<file path="config.mk">
export PLATFORM = sky130hd
export DESIGN_NAME = dft_ctrl_pt_load
export DESIGN_NICKNAME = d
export VERILOG_FILES = /design/src/rtl/dft_ctrl_pt_load.sv
export SDC_FILE = /design/constraint.sdc
export NUM_CORES = 1
export LEC_CHECK = 0
export CORE_MARGIN = 10
export CORE_UTILIZATION = 55
export CTS_CLUSTER_DIAMETER = 60
export DETAILED_ROUTE_END_ITERATION = 8
export DONT_BUFFER_PORTS = 1
export PLACE_DENSITY = 0.71
export SLEW_MARGIN = 20
export SYNTH_ARGS = -nofsm -noshare
export SYNTH_HDL_FRONTEND = slang
export SYNTH_SLANG_ARGS = --single-unit
</file>
<file path="constraint.sdc">
create_clock -name CP -period 1.4 [get_ports CP]
set_input_delay 0.42 -clock CP [delete_from_list [all_inputs] [get_ports CP]]
set_output_delay 0.42 -clock CP [all_outputs]
set_load 0.05 [all_outputs]
</file>
<file path="src/rtl/dft_ctrl_pt_load.sv">
// dft_ctrl_pt_load: serial-load DFT control-point block.
//
// A control word is shifted LSB first from the scan chain into a shadow
// register. One update cycle then copies it into the WIDTH-bit control
// register. While TE=1 the control register overrides the functional bus.
//
// Ports:
//   CP     clock (rising edge)
//   CDN    asynchronous active-low reset
//   TE     test enable: selects q_reg onto Z and permits loading
//   START  load request, sampled only in IDLE
//   SI     serial data in, LSB first
//   HOLD   stalls the update transfer while 1
//   D      functional values
//   Z      control-point outputs, Z[i] = TE ? q_reg[i] : D[i]
//   SO     serial out = shadow[0], chains to the next segment
//   BUSY   1 whenever the controller is not idle
//   DONE   registered one-cycle pulse after a completed update

// One control point: a shadow bit in the scan chain, a control bit that
// captures it on update, and the test-mode output mux.
module dft_ctrl_pt_load_cell (
  input  logic CP,
  input  logic CDN,
  input  logic shift_en,
  input  logic upd_en,
  input  logic te,
  input  logic sin,
  input  logic d,
  output logic shd,
  output logic q,
  output logic z
);

  always_ff @(posedge CP or negedge CDN) begin
    if (!CDN) begin
      shd <= 1'b0;
      q   <= 1'b0;
    end else begin
      if (shift_en) shd <= sin;
      if (upd_en)   q   <= shd;
    end
  end

  assign z = te ? q : d;

endmodule

module dft_ctrl_pt_load #(
  parameter int WIDTH = 8,
  parameter int CNT_W = 4
) (
  input  logic             CP,
  input  logic             CDN,
  input  logic             TE,
  input  logic             START,
  input  logic             SI,
  input  logic             HOLD,
  input  logic [WIDTH-1:0] D,
  output logic [WIDTH-1:0] Z,
  output logic             SO,
  output logic             BUSY,
  output logic             DONE
);

  typedef enum logic [1:0] {
    IDLE   = 2'd0,
    SHIFT  = 2'd1,
    UPDATE = 2'd2
  } state_t;

  localparam logic [CNT_W-1:0] CNT_LAST = CNT_W'(WIDTH - 1);

  state_t           state_q, state_d;
  logic [CNT_W-1:0] cnt_q, cnt_d;
  logic             done_d;
  logic             shift_en, upd_en;
  logic [WIDTH-1:0] shadow;
  logic [WIDTH-1:0] q_reg;

  // State, counter and DONE registers.
  always_ff @(posedge CP or negedge CDN) begin
    if (!CDN) begin
      state_q <= IDLE;
      cnt_q   <= '0;
      DONE    <= 1'b0;
    end else begin
      state_q <= state_d;
      cnt_q   <= cnt_d;
      DONE    <= done_d;
    end
  end

  // Next state. Dropping TE mid-load aborts at the next edge without
  // shifting or updating; the shadow keeps whatever it has collected.
  always_comb begin
    state_d  = state_q;
    cnt_d    = cnt_q;
    done_d   = 1'b0;
    shift_en = 1'b0;
    upd_en   = 1'b0;
    unique case (state_q)
      IDLE: begin
        if (START && TE) begin
          state_d = SHIFT;
          cnt_d   = '0;
        end
      end
      SHIFT: begin
        if (!TE) begin
          state_d = IDLE;
          cnt_d   = '0;
        end else begin
          shift_en = 1'b1;
          // Counter parks at WIDTH-1 across UPDATE rather than wrapping.
          if (cnt_q == CNT_LAST) state_d = UPDATE;
          else                   cnt_d   = cnt_q + 1'b1;
        end
      end
      UPDATE: begin
        if (!TE) begin
          state_d = IDLE;
          cnt_d   = '0;
        end else if (!HOLD) begin
          upd_en  = 1'b1;
          done_d  = 1'b1;
          state_d = IDLE;
          cnt_d   = '0;
        end
      end
      default: begin
        state_d = IDLE;
        cnt_d   = '0;
      end
    endcase
  end

  // Control-point array; shadow shifts toward bit 0 with SI entering at the top.
  for (genvar i = 0; i < WIDTH; i++) begin : g_cp
    logic sin;
    if (i == WIDTH - 1) begin : g_top
      assign sin = SI;
    end else begin : g_mid
      assign sin = shadow[i+1];
    end
    dft_ctrl_pt_load_cell u_cell (
      .CP       (CP),
      .CDN      (CDN),
      .shift_en (shift_en),
      .upd_en   (upd_en),
      .te       (TE),
      .sin      (sin),
      .d        (D[i]),
      .shd      (shadow[i]),
      .q        (q_reg[i]),
      .z        (Z[i])
    );
  end

  assign SO   = shadow[0];
  assign BUSY = (state_q != IDLE);

endmodule

</file>
==> qor.yml, run 1 <==
finalClockSkew_ns: 0.0114
grt_max_degree: 24
grt_use_met1_pct: 10.7
holdWs_ns: 0.0600
num_antenna_cells: 0
period_minus_slack_ns: 1.49
avgRoutedWirePerCell_um: 18.9
fmax_ghz: 0.672
hold_path.class: "input pin to async pin"
reg2reg_from: "state_q[0]"
grt_pass1_wl_mm: 3.30
syn_to_final_growth_pct: 13.6
place_ws_ns: 0.107
critPathMaxFanout: 2
synth-async-reset-ratio_pct: 100
die_h_um: 66.1
critPathBufInv: 0
worstPathArrival_ns: 1.07
worstSetupEndpointType: "output port"
ys.flop_type: "dfrtp_1"
drt_iter0_drc: 15
viasPerCell: 5.70
peakVddDrop_v: 0.000882
crit_chain: "or2_4"
pwr_density_cell_mw_per_mm2: 1470
drv_slew: 0
nets: 104
cap_violations: 0
drt-total-wl_mm: 2.17
avgSynthCellArea_um2: 14.3
violations: "setup timing"
syn_inst: 82
yosysUniqueCellTypes: 23
status: "finished, violations left"
ys_ff_latch: 23
grtUsageMet3_pct: 3.39
numCtsBuffers: 3
syn-num-nets: 97
grt_pass1_vias: 684
r2r_cells: 4
root_buffer: "clkbuf_4"
setup_viol: 9
placed_area_mm2: 0.00118
rsz0062_at_grt: "yes"
htree_levels: 1
clock_latency_ns: 0.30
via_count: 655
crit_slowest_cell: "dfrtp_1"
met2_usage_pct: 15.8
syn_area_mm2: 0.00117
core_mm2: 0.00200
antenna_found_initial: 0
cp_top_family: "flip-flops"
utilization_pct: 66.4
io_pins: 25
r2r_end: "g_cp[7].u_cell.q"
port_buffers: 0
rows: 16
start_kind: "flip-flop"
critPathMaxStageDelay_ns: 0.43
period_share_pct: 106
globalplace.congestion: 0.739
tightest_slew_ns: 0.511
first_pass_iters: 4
required_ns: 0.98
cts_sinks: 23
r2r_slack_ns: 0.01
timing.final.hold_violations: 0
drc: 0
cts_max_path_buffers: 2
dieArea_mm2: 0.00438
top_usage_layer: "met2"
dieWidth_um: 66.1
drt.antenna.violating_nets: 0
final.setup.tns_ns: -0.618
synth-seq-area-share_pct: 49.1
path_clk_slew_ns: 0.13
critPathKind: "flip-flop to output port"
overflow: 0
leakage_uw: 0.000662
ys_warn_count: 0
track_usage_pct: 9.38
synth_edf_count: 0
worst_slack_ns: -0.0890
initial_core_util_pct: 58.5
fin_area_mm2: 0.00133
final_layout_size_suffix_gt1_share_pct: 58.0
slew_headroom_pct: 65.9
cts_tree: "yes"
==> where the power goes <==
part	total, µW	switching (µW)	internal, µW	leakage [µW]
registers	1000	172	829	0.000302
logic	654	309	345	0.000341
clock network	300	193	106	0.0000177
==> synthesized netlist by cell type (all sizes together), types with 2 or more instances <==
master / instances / area (µm²)
a31oi: 2 / 12.5
o211ai: 2 / 15.0
and3: 2 / 12.5
mux2: 25 / 312
nand3b: 4 / 42.5
buf: 11 / 86.3
dfrtp: 23 / 576
==> per-layer routing <==
metal	vias up	wire length, µm
met3	2	143
met4	0	22
met2	15	1120
li1	307	-
met5	-	0
met1	331	883
==> per-stage QoR <==
stage / cells / total power [µW]
floorplan: 82 / 1480
global placement: 100 / 1510
detailed placement: 100 / 1540
CTS: 112 / 1870
global route: 115 / 2070
finish: 115 / 1950
==> cell families (layout without fill, tap and decap cells) <==
kind of cell | after synthesis | in the layout | synth area share (%)
muxes | 25 | 25 | 26.6
DFF | 23 | 23 | 49.1
and+or+nand+nor | 12 | 13 | 9.40
buffers and inverters | 11 | 16 | 7.37
AOI/OAI and AO/OA | 10 | 10 | 6.41
adders and majority gates | 1 | 1 | 1.07
==> cells in the final DEF (no fill, tap or decap), types with 2 or more instances in the layout <==
cell,n
buf_4,9
dfrtp_1,22
nand3b_4,2
and3_1,2
mux2_4,17
clkbuf_4,3
o211ai_1,2
mux2_2,8
nand3b_1,3
==> final cells by class <==
class | instances | area [µm²]
clock buffers | 3 | 22.5
clock inverters | 1 | 5.00
fillers | 152 | 672
multi-input cells | 49 | 588
flip-flops and latches | 23 | 577
well taps | 27 | 33.8
repair buffers | 12 | 104
==> how the worst max path moves through the flow <==
stage,cells past startpoint,to,from,slack (ns)
finish,1,BUSY,state_q[0],-0.09
global route,1,Z[2],g_cp[2].u_cell.q,-0.13
CTS,1,Z[1],g_cp[1].u_cell.q,-0.09
detailed placement,1,BUSY,state_q[1],0.11
global placement,1,BUSY,state_q[1],0.12
floorplan,3,Z[0],TE,-0.01
==> timing repair <==
item	CTS	global route
setup buffers	7	2
pin swaps	0	4
gates resized for setup	2	7
setup endpoints to repair	10	12
hold endpoints to repair	23	0
gates cloned	0	1
hold buffers	1	0
(Power assumes the default switching activity.)
==> run 2: changes to the inputs <==
--- a/config.mk
+++ b/config.mk
@@ -11,6 +11,7 @@
 export DETAILED_ROUTE_END_ITERATION = 8
 export DONT_BUFFER_PORTS = 1
 export PLACE_DENSITY = 0.71
+export SKIP_CTS_REPAIR_TIMING = 1
 export SLEW_MARGIN = 20
 export SYNTH_ARGS = -nofsm -noshare
 export SYNTH_HDL_FRONTEND = slang
==> run 2 against run 1 <==
Against the previous run: the run still ends with setup timing left; via count fell by 3.2%; non-clock buffer count is 2 lower; largest cell class is now flip-flops and latches; register-to-register slack gained 0.02 ns; highest routed layer unchanged.
==> qor.yml, run 2 (synthesized netlist as in run 1, its figures left out) <==
viasPerCell: 5.66  # was 5.70
cts_max_path_buffers: 2  # unchanged
overflow: 0  # unchanged
violations: "setup timing"  # unchanged
hold_path.class: "input pin to flip-flop"  # was input pin to async pin
slew_headroom_pct: 70.4  # was 65.9%
period_minus_slack_ns: 1.50  # was 1.49 ns
leakage_uw: 0.000633  # was 0.000662 µW
cp_top_family: "flip-flops"  # unchanged
cap_violations: 0  # unchanged
drt_iter0_drc: 8  # was 15
final_cells: 112  # was 115
final_common_cell: "dfrtp_1"  # unchanged
cts_tree: "yes"  # unchanged
cts_sinks: 23  # unchanged
num_antenna_cells: 0  # unchanged
clock_latency_ns: 0.30  # about the same
r2r_cells: 4  # unchanged
port_buffers: 0  # unchanged
initial_core_util_pct: 58.5  # unchanged
path_clk_slew_ns: 0.13  # about the same
drc: 0  # unchanged
syn_to_final_growth_pct: 9.62  # was 13.6%
r2r_slack_ns: 0.03  # was 0.01 ns
rsz0062_at_grt: "yes"  # unchanged
place_ws_ns: 0.107  # unchanged
globalplace.congestion: 0.739  # unchanged
worstPathArrival_ns: 1.08  # was 1.07 ns
avgRoutedWirePerCell_um: 17.3  # was 18.9 µm
tightest_slew_ns: 0.444  # was 0.511 ns
track_usage_pct: 8.87  # was 9.38%
status: "finished, violations left"  # unchanged
antenna_found_initial: 0  # unchanged
critPathMaxStageDelay_ns: 0.46  # was 0.43 ns
fmax_ghz: 0.665  # was 0.672 GHz
dieArea_mm2: 0.00438  # unchanged
drt.antenna.violating_nets: 0  # unchanged
core_mm2: 0.00200  # unchanged
first_pass_iters: 3  # was 4
io_pins: 25  # unchanged
fin_area_mm2: 0.00128  # was 0.00133 mm²
final_cell_mix: "21 x dfrtp_1, 16 x mux2_4, 9 x mux2_2, 7 x buf_4"  # was 22 x dfrtp_1, 17 x mux2_4, 9 x buf_4, 8 x mux2_2
grt_max_degree: 24  # unchanged
setup_viol: 9  # unchanged
worst_slack_ns: -0.104  # was -0.0890 ns
dieWidth_um: 66.1  # unchanged
critPathBufInv: 0  # unchanged
crit_slowest_cell: "dfrtp_2"  # was dfrtp_1
worstHoldStart: "TE"
die_h_um: 66.1  # unchanged
drt-total-wl_mm: 1.94  # was 2.17 mm
placed_area_mm2: 0.00118  # unchanged
grt_pass1_vias: 648  # was 684
crit_chain: "or2_4"  # unchanged
worstSetupEndpointType: "output port"  # unchanged
drv_slew: 0  # unchanged
period_share_pct: 107  # was 106%
rows: 16  # unchanged
reg2reg_from: "state_q[1]"  # was state_q[0]
crit_end: "BUSY"  # unchanged
critPathMaxFanout: 5  # was 2
pwr_density_cell_mw_per_mm2: 1440  # was 1470 mW/mm²
r2r_end: "cnt_q[0]"  # was g_cp[7].u_cell.q
peakVddDrop_v: 0.00107  # was 0.000882 V
cp.depth: 1  # unchanged
finalClockSkew_ns: 0.0130  # was 0.0114 ns
critPathLaunch: "state_q[1]"  # was state_q[0]
start_kind: "flip-flop"  # unchanged
root_buffer: "clkbuf_4"  # unchanged
htree_levels: 1  # unchanged
critPathKind: "flip-flop to output port"  # unchanged
final_layout_size_suffix_gt1_share_pct: 52.9  # was 58.0%
numCtsBuffers: 3  # unchanged
nets: 101  # was 104
place_inst: 100  # unchanged
timing.final.hold_violations: 0  # unchanged
final.setup.tns_ns: -0.636  # was -0.618 ns
required_ns: 0.98  # about the same
power.total_uw: 1850  # was 1950 µW
grt_pass1_wl_mm: 3.11  # was 3.30 mm
via_count: 634  # was 655
run 2: how the worst min path moves through the flow:
stage	slack, ns	endpoint	cells after the start
final	0.25	state_q[1]	1
after global routing	0.24	state_q[1]	1
after CTS	-0.22	state_q[0]	0
after detailed placement	0.12	state_q[0]	0
after global placement	0.13	state_q[1]	0
after floorplan	0.12	DONE	0
run 2: report_power, final:
part / switching [µW] / internal (µW) / total [µW]
clock network: 190 / 106 / 296
logic: 267 / 291 / 558
registers: 170 / 829 / 999
run 2: per-layer routing:
| metal | GRT usage [%] | wire (µm) |
|---|---|---|
| met1 | 10.3 | 867 |
| met2 | 14.5 | 916 |
| met3 | 3.39 | 138 |
| met4 | 3.14 | 19 |
| met5 | 0 | 0 |
run 2: per-stage QoR:
step           util, %  hold WS [ns]
2_1_floorplan        -         0.124
3_3_place_gp      58.8         0.125
3_5_place_dp      58.8         0.125
4_1_cts           60.1        -0.221
5_1_grt           64.1         0.236
6_report          64.1         0.247
run 2: final cells by class:
class	instances	area, µm²
multi-input combinational	48	542
tap	27	33.8
timing repair buffer	10	103
sequential	23	578
clock inverter	1	5.00
fill	159	718
clock buffer	3	22.5
